`src/rtl/alu_op_sequencer.sv`:
```
// Command front-end for the 4-bit combinational ALU: registers operands/select, captures result and accumulator.
// Latency: command accept to res_valid is 2 cycles; one command in flight, so accepts are at least 3 cycles apart.
// Backpressure: cmd_ready is low in EXEC and RESP; the result is held stable while res_ready is low.
module alu_op_sequencer #(
  parameter int W     = 4,
  parameter int CNT_W = 8
) (
  input  logic             clk,
  input  logic             rst_n,
  input  logic             cmd_valid,
  output logic             cmd_ready,
  input  logic [2:0]       cmd_op,
  input  logic [W-1:0]     cmd_a,
  input  logic [W-1:0]     cmd_b,
  input  logic             cmd_use_acc,
  output logic [W-1:0]     alu_a,
  output logic [W-1:0]     alu_b,
  output logic [2:0]       alu_sel,
  input  logic [W-1:0]     alu_out,
  output logic             res_valid,
  input  logic             res_ready,
  output logic [W-1:0]     res_data,
  output logic             res_zero,
  output logic             res_err,
  output logic [W-1:0]     acc,
  output logic [CNT_W-1:0] op_count
);

  // Highest legal select value (XOR); anything above is an illegal opcode.
  localparam logic [2:0] OP_MAX_LEGAL = 3'b100;

  typedef enum logic [1:0] {
    ST_IDLE = 2'd0,
    ST_EXEC = 2'd1,
    ST_RESP = 2'd2
  } state_t;

  state_t           state_q;
  logic             cmd_ready_q;
  logic [W-1:0]     alu_a_q;
  logic [W-1:0]     alu_b_q;
  logic [2:0]       alu_sel_q;
  logic             res_valid_q;
  logic [W-1:0]     res_data_q;
  logic             res_zero_q;
  logic             res_err_q;
  logic [W-1:0]     acc_q;
  logic [CNT_W-1:0] op_count_q;

  logic [W-1:0]     alu_a_d;
  logic             op_illegal_d;
  logic [CNT_W-1:0] op_count_d;

  // Operand A source is chosen at the accept edge, so chaining sees the accumulator as it stands then.
  assign alu_a_d      = cmd_use_acc ? acc_q : cmd_a;
  assign op_illegal_d = (alu_sel_q > OP_MAX_LEGAL);
  assign op_count_d   = op_count_q + CNT_W'(1);

  // Sequencer FSM: accept in IDLE, capture ALU result in EXEC, hold result in RESP until taken.
  always_ff @(posedge clk or negedge rst_n) begin
    if (!rst_n) begin
      state_q     <= ST_IDLE;
      cmd_ready_q <= 1'b1;
      alu_a_q     <= '0;
      alu_b_q     <= '0;
      alu_sel_q   <= '0;
      res_valid_q <= 1'b0;
      res_data_q  <= '0;
      res_zero_q  <= 1'b0;
      res_err_q   <= 1'b0;
      acc_q       <= '0;
      op_count_q  <= '0;
    end else begin
      case (state_q)
        ST_IDLE: begin
          if (cmd_valid) begin
            alu_a_q     <= alu_a_d;
            alu_b_q     <= cmd_b;
            alu_sel_q   <= cmd_op;
            cmd_ready_q <= 1'b0;
            state_q     <= ST_EXEC;
          end
        end
        ST_EXEC: begin
          res_data_q  <= alu_out;
          res_zero_q  <= (alu_out == '0);
          res_err_q   <= op_illegal_d;
          // Illegal opcodes report an error but leave the accumulator untouched.
          if (!op_illegal_d) begin
            acc_q <= alu_out;
          end
          res_valid_q <= 1'b1;
          state_q     <= ST_RESP;
        end
        ST_RESP: begin
          if (res_ready) begin
            op_count_q  <= op_count_d;
            res_valid_q <= 1'b0;
            cmd_ready_q <= 1'b1;
            state_q     <= ST_IDLE;
          end
        end
        default: begin
          res_valid_q <= 1'b0;
          cmd_ready_q <= 1'b1;
          state_q     <= ST_IDLE;
        end
      endcase
    end
  end

  assign cmd_ready = cmd_ready_q;
  assign alu_a     = alu_a_q;
  assign alu_b     = alu_b_q;
  assign alu_sel   = alu_sel_q;
  assign res_valid = res_valid_q;
  assign res_data  = res_data_q;
  assign res_zero  = res_zero_q;
  assign res_err   = res_err_q;
  assign acc       = acc_q;
  assign op_count  = op_count_q;

endmodule

```
`config.mk`:
```
export PLATFORM = sky130hd
export DESIGN_NAME = alu_op_sequencer
export DESIGN_NICKNAME = d
export VERILOG_FILES = /design/src/rtl/alu_op_sequencer.sv
export SDC_FILE = /design/constraint.sdc
export NUM_CORES = 1
export LEC_CHECK = 0
export CELL_PAD_IN_SITES_DETAIL_PLACEMENT = 1
export CELL_PAD_IN_SITES_GLOBAL_PLACEMENT = 1
export CORE_ASPECT_RATIO = 2
export CORE_MARGIN = 4
export CORE_UTILIZATION = 38
export CTS_BUF_LIST = sky130_fd_sc_hd__clkbuf_4 sky130_fd_sc_hd__clkbuf_8
export CTS_CLUSTER_SIZE = 10
export DETAILED_ROUTE_END_ITERATION = 6
export GPL_TIMING_DRIVEN = 0
export MAX_ROUTING_LAYER = met4
export PLACE_DENSITY = 0.95
export SYNTH_ARGS = -nofsm -noshare
export SYNTH_HDL_FRONTEND = slang
export SYNTH_SLANG_ARGS = --single-unit
export TNS_END_PERCENT = 100
```
`constraint.sdc`:
```
create_clock -name clk -period 2.1 [get_ports clk]
set_clock_uncertainty 0.05 [all_clocks]
set_input_delay 0.63 -clock clk [delete_from_list [all_inputs] [get_ports clk]]
set_output_delay 0.63 -clock clk [all_outputs]
set_load 0.005 [all_outputs]
```
==> metrics.md, run 1 <==
| Metric | Value |
|---|---|
| Leakage power | 0.901 nW |
| Element type at the critical path end | primary output |
| Insertion delay to the later sink of the worst-skew pair | 280 ps |
| Final clock period utilization by the worst path | 96.0% |
| Flip-flop and latch count after synthesis | 33 |
| Share of post-route cells with drive strength above 1 | 17.5% |
| Core box area | 0.00345 sq mm |
| Cell-by-cell trace of the critical path | clkdlybuf4s50_1 |
| Post-synth design cell area | 0.00139 sq mm |
| Overall routing resource usage | 16.7% |
| Simple-gate portion of the synthesized area | 14.3% |
| Grt ovf | 0 |
| Final-stage net count | 186 |
| Antenna violations before repair | 0 |
| Global-route wire length before repair | 5.69 mm |
| Number of warnings printed during yosys synthesis | 0 |
| Number of DRC markers in iteration 0 | 6 |
| Compound-gate portion of the synthesized area | 4.52% |
| Number of global-route vias before repair | 1207 |
| Largest buffer count on any clock path | 2 |
| Number of nets produced by synthesis | 130 |
| Pin count of the biggest net entering global routing | 34 |
| CP max-delay cell | sky130_fd_sc_hd__dfstp_2 |
| CTS Buf Count | 5 |
| Final Routed Wirelength | 3.43 mm |
| Clock period minus final worst setup slack | 2020 ps |
| Async SR Flop Fraction | 100% |
| Number of levels in the clock H-tree | 2 |
| Total Negative Setup Slacks | 0 ps |
| Status | complete, no violations |
| Average size of a mapped cell | 12.7 sq um |
| Routed via count | 1026 |
| Initial cell density of the core | 40.1% |
| Maximum fanout along the worst path | 3 |
| Post-synthesis mux area share | 14.0% |
| Remaining number of nets flagged by the antenna check after routing | 0 |
| Leading cell type in the layout, fill and taps excluded | sky130_fd_sc_hd__clkdlybuf4s50_1 |
| Post-synthesis instance total | 109 |
| Number of distinct library cell variants in the gate-level netlist after synthesis | 29 |
| Fill cell total of the finished layout | 361 |
| Number of pins with negative max-slew slack in the final report | 0 |
| Row count | 30 |
| Max-cap viol count | 0 |
| Number of cells upsized or downsized after cts | 0 |
| Vias/cell | 4.79 |
| Crit Path Category | flop to primary output |
| Gpl congestion | 0.752 |
| Unrepaired setup endpoints after global routing | false |
| Worst Reg-to-Reg Cells | 3 |
| Number of buffers inserted for hold repair after clock tree synthesis | 0 |
| Maximum clock rate | 496 MHz |
| X dimension of the die | 50.7 microns |
| Post-CTS Setup Repair Bufs | 0 |
| Buffers on Ports | 49 |
| Number of top-level design ports | 51 |
| Clock Tree Root | sky130_fd_sc_hd__clkbuf_8 |
| Hold Fails Final Rpt | 0 |
| Worst slack, placed | -128 ps |
| R2R Setup Slk | 500 ps |
| Endpoint arrival time on the critical path | 1340 ps |
| Transition time of the tightest slew-check pin | 727 ps |
| DRC viols | 0 |
| Antenna Diode Count | 0 |
| Footprint of the flip-flops and latches | 827 sq um |
| Sort of element at the start of the critical path | flop |
| P per Cell Area | 1400 mW/mm^2 |
| Detailed Place HPWL | 2.63 mm |
| Num Clock Sinks | 33 |
| Critical path's top delay family | flip-flops |
| First drt pass iteration count | 3 |
| Combined area of the multi-input logic cells | 528 sq um |
| Slowest stage delay, CP | 550 ps |
| Flip-flop cell with the highest count after synthesis | sky130_fd_sc_hd__dfrtp_1 |
| Mean routed wirelength per cell | 16.0 microns |
| Reg-to-reg critical path endpoint | alu_b[3] |
| Clock-pin slew reported for the worst setup and hold paths after clock tree synthesis | 60 ps |
| Crit Reg-Reg Startpoint | state_q[0] |
| Synthesized-area fraction occupied by xor and xnor cells | 4.43% |
| Worst hold path class | primary input to asynchronous set/reset pin |
| Clock tree from TritonCTS | done |
| Commonest cells after routing, fill and taps aside | 48 x sky130_fd_sc_hd__clkdlybuf4s50_1, 32 x sky130_fd_sc_hd__dfrtp_1, 15 x sky130_fd_sc_hd__nand2_1 |
| Largest family of logic cells by synthesized area | simple AND/OR/NAND/NOR gates |
| Largest vdd supply drop | 0.689 mV |
| Total die area | 0.00473 sq mm |
| Die height | 93.4 microns |
| Bufs and invs on worst path | 1 |
| Post-synthesis adder-cell area fraction | 0.903% |
| Total setup violations reported at the end of the flow | 0 |
| Min setup slack post-route | 83.4 ps |
| Layout area overhead | 46.0% |
| Worst relative slew slack | 51.5% |
| Share of synthesized area occupied by flip-flops and latches | 59.7% |
| Number of synthesized flops with an enable pin | 0 |
| CP Data Required Time | 1420 ps |
## power breakdown
| part | leakage (nW) | switching (W) | internal (W) |
|---|---|---|---|
| sequential | 0.398 | 0.000224 | 0.000916 |
| combinational | 0.453 | 0.000423 | 0.000772 |
| clock | 0.0498 | 0.000220 | 0.000274 |
## per-layer routing
metal / GRT usage [%] / part of all wire (%)
met5: - / 0
met4: 6.74 / 1.9
met3: 4.47 / 4.5
met2: 29.6 / 56
met1: 17.0 / 38
## final cells by class
type                            instances  area share [%]
Multi-Input combinational cell         72            26.1
Timing Repair Buffer                   49            24.0
Clock buffer                            8            4.52
Inverter                                1           0.186
Sequential cell                        33            40.9
Buffer                                  3            1.30
Tap cell                               48            2.97
## synthesized netlist by cell type, drive strengths merged (2+ instances only)
master | n | share of area, %
mux2i | 4 | 2.9
nand4 | 2 | 0.90
dfrtp | 32 | 58
nor2 | 9 | 2.4
nand2 | 16 | 4.9
xnor2 | 2 | 1.3
buf | 3 | 1.9
o21ai | 3 | 1.1
a21oi | 6 | 2.2
xor2 | 5 | 3.2
nor3 | 2 | 0.72
mux2 | 12 | 11
## cells by family after synthesis
kind of cell	count (synthesis)
buffers and inverters	4
XOR/XNOR	7
AND/OR/NAND/NOR	37
multiplexers	16
adder cells (fa/ha/maj)	1
flip-flops	33
AO/OA/AOI/OAI	11
## sequential cells by signal, indices dropped and copies added (netlist names), 2 cells and up
| signal | flops |
|---|---|
| alu_b | 4 |
| acc | 4 |
| state_q | 2 |
| alu_a | 4 |
| alu_sel | 3 |
| res_data | 4 |
| op_count | 8 |
## worst reg2reg max path, cell delays in order (launching register included)
cell	delay (ps)
sky130_fd_sc_hd__dfrtp_1	480
sky130_fd_sc_hd__nor3b_4	460
sky130_fd_sc_hd__buf_6	210
sky130_fd_sc_hd__mux2_4	310
## stage by stage
stage	power [W]	util (%)	hold slack (ps)	cell area, sq um	instances
6_report	0.00283	58.6	349	2020	214
5_1_grt	0.00302	58.6	392	2020	214
4_1_cts	0.00288	58.6	374	2020	214
3_5_place_dp	0.00236	55.9	416	1930	206
3_3_place_gp	0.00230	56.1	409	1940	206
2_1_floorplan	0.00165	-	284	1390	109
## worst max path at each step
stage,startpoint,end,depth (start not counted)
global placement,rst_n,acc[1],1
global route,cmd_ready,cmd_ready,1
floorplan,cmd_valid,alu_b[3],3
finish,cmd_ready,cmd_ready,1
CTS,cmd_ready,cmd_ready,1
detailed placement,cmd_valid,alu_b[3],4
Note: power is estimated with default switching activity, not from simulation.
==> run 2, diff against run 1 <==
- CORE_UTILIZATION: 38 -> 35
- PLACE_DENSITY: 0.95 -> 0.91
- clock period: 2.1 -> 2 ns (I/O delays scaled with it)
==> run 2 against run 1 <==
Compared with the run above:
- sequential share of layout area is 0.14 points lower
- sequential power grew 4%
- largest cell class unchanged
- register-to-register slack lost 60 ps
- setup slack got worse by 13 ps
- worst hold slack got worse by 32 ps
- critical path depth unchanged
- clock power fell by 2%
- combinational power rose by 6%
- core utilization decreased by 5.7 points
==> metrics.md, run 2 (synthesis gave the netlist of run 1 again) <==
| Metric | Value |
|---|---|
| Status | complete, no violations |
| Worst relative slew slack | 52.8% |
| Routed via count | 1052 |
| Flip-flop count of the largest register, all copies and words added | 8 |
| Worst hold slack after final layout | 318 ps |
| Number of top-level design ports | 51 |
| Die height | 97.0 microns |
| Grt ovf | 0 |
| Global-route wire length before repair | 5.74 mm |
| Endpoint arrival time on the critical path | 1280 ps |
| Crit Path Category | flop to primary output |
| Switching Fraction | 30.9% |
| Number of levels in the clock H-tree | 2 |
| Total Negative Setup Slacks | 0 ps |
| Number of standard cells in the final layout excluding fillers | 218 |
| Combinational fraction of design power | 43.2% |
| Clock Tree Root | sky130_fd_sc_hd__clkbuf_8 |
| Insertion delay to the later sink of the worst-skew pair | 280 ps |
| Slowest stage delay, CP | 550 ps |
| CP Data Required Time | 1350 ps |
| Transition time of the tightest slew-check pin | 709 ps |
| Number of pins with negative max-slew slack in the final report | 0 |
| Clock-pin slew reported for the worst setup and hold paths after clock tree synthesis | 60 ps |
| Largest vdd supply drop | 0.797 mV |
| Clock tree from TritonCTS | done |
| Total setup violations reported at the end of the flow | 0 |
| Unrepaired setup endpoints after global routing | false |
| P per Cell Area | 1450 mW/mm^2 |
| Clk pwr share | 16.3% |
| Maximum clock rate | 518 MHz |
| Number of buffers inserted for hold repair after clock tree synthesis | 0 |
| Antenna violations before repair | 0 |
| X dimension of the die | 52.5 microns |
| Hold Fails Final Rpt | 0 |
| Cell-by-cell trace of the critical path | clkdlybuf4s50_1 |
| Bufs and invs on worst path | 1 |
| Overall routing resource usage | 15.8% |
| Maximum fanout along the worst path | 5 |
| Core box area | 0.00384 sq mm |
| Sort of element at the start of the critical path | flop |
| Final Routed Wirelength | 3.43 mm |
| Remaining number of nets flagged by the antenna check after routing | 0 |
| CTS Buf Count | 5 |
| Vias/cell | 4.83 |
| Antenna Diode Count | 0 |
| Num Clock Sinks | 33 |
| Net load switching power | 0.000912 W |
| Cell count after placement | 209 |
| Area post-placement | 0.00194 sq mm |
| Initial cell density of the core | 36.0% |
| Buffers on Ports | 49 |
| Max-cap viol count | 0 |
| Element type at the critical path end | primary output |
| Leakage power | 0.917 nW |
| Worst Reg-to-Reg Cells | 3 |
| Gpl congestion | 0.724 |
| Row count | 32 |
| Design internal power | 0.00204 W |
| Mean routed wirelength per cell | 15.7 microns |
| Worst hold path class | primary input to asynchronous set/reset pin |
| Final clock period utilization by the worst path | 96.5% |
| First drt pass iteration count | 4 |
| Leading cell type in the layout, fill and taps excluded | sky130_fd_sc_hd__clkdlybuf4s50_1 |
| Final Cell Area | 0.00203 sq mm |
| Reg power frac | 40.5% |
| CP max-delay cell | sky130_fd_sc_hd__clkdlybuf4s50_1 |
| Commonest cells after routing, fill and taps aside | 47 x sky130_fd_sc_hd__clkdlybuf4s50_1, 31 x sky130_fd_sc_hd__dfrtp_1, 15 x sky130_fd_sc_hd__nand2_1 |
| Crit path depth | 1 |
| DRC viols | 0 |
| Layout area overhead | 46.7% |
| Number of global-route vias before repair | 1197 |
| Critical path's top delay family | buffers and inverters |
| Largest buffer count on any clock path | 2 |
| Share of post-route cells with drive strength above 1 | 18.6% |
| Detailed Place HPWL | 2.74 mm |
| Final-stage net count | 187 |
| Total die area | 0.00509 sq mm |
| Pin count of the biggest net entering global routing | 34 |
| Number of DRC markers in iteration 0 | 6 |
| Clock period minus final worst setup slack | 1930 ps |
| Post-layout util | 52.9% |
-- run 2: cell count changes in the layout (fill, tap and decap cells not counted) --
cell and change:
sky130_fd_sc_hd__clkbuf_4 -2, sky130_fd_sc_hd__clkinv_2 +2, sky130_fd_sc_hd__buf_4 +1, sky130_fd_sc_hd__clkdlybuf4s50_1 -1, sky130_fd_sc_hd__dfrtp_1 -1, sky130_fd_sc_hd__dfrtp_2 +1
sky130_fd_sc_hd__dlymetal6s2s_1 +1
-- run 2: worst paths after layout --
| kind | start | endpoint | slack [ps] |
|---|---|---|---|
| min in group clk | res_data[2] | res_data[2] | 440 |
| worst min register to register | res_data[2] | res_data[2] | 440 |
| worst min-delay path | rst_n | op_count[5] | 320 |
| worst max-delay path | op_count[2] | op_count[2] | 70 |
| max in group asynchronous | rst_n | op_count[3] | 1090 |
| worst max register to register | state_q[0] | alu_b[3] | 440 |
-- run 2: area by class of cell --
type                            count  area [sq um]
Timing Repair Buffer               50           495
Inverter                            1          3.75
Sequential cell                    33           828
Clock inverter                      2          10.0
Clock buffer                        6          76.3
Fill cell                         425          1810
Tap cell                           51          63.8
Buffer                              3          26.3
Multi-Input combinational cell     72           528
-- run 2: layer usage --
layer | GRT usage (%) | vias up | routed length, microns | part of all wire [%]
met1 | 16.7 | 521 | 1230 | 36
met5 | - | - | 0 | 0
li1 | - | 484 | - | -
met3 | 4.01 | 7 | 156 | 4.5
met4 | 5.31 | 0 | 56 | 1.6
met2 | 27.2 | 40 | 1990 | 58
-- run 2: power by group through the flow --
stage | combinational, W | sequential, W | clock, W
2_1_floorplan | 0.000550 | 0.00118 | 0
4_1_cts | 0.00129 | 0.00120 | 0.000508
5_1_grt | 0.00139 | 0.00124 | 0.000548
6_report | 0.00127 | 0.00119 | 0.000482
3_5_place_dp | 0.00129 | 0.00121 | 0
3_3_place_gp | 0.00123 | 0.00119 | 0
-- run 2: what timing repair did --
item                                    in CTS  in global routing
resized for setup                            1                  2
pin swaps                                    0                  0
endpoints found under the setup margin      32                  2
setup buffers                                0                  1
hold endpoints to repair                     0                  0
-- run 2: stage by stage --
stage	power, W	worst slack (ps)
after floorplan	0.00173	456
after global placement	0.00242	-268
after detailed placement	0.00250	-398
after CTS	0.00301	0.573
after global routing	0.00318	27.8
final	0.00295	70.3
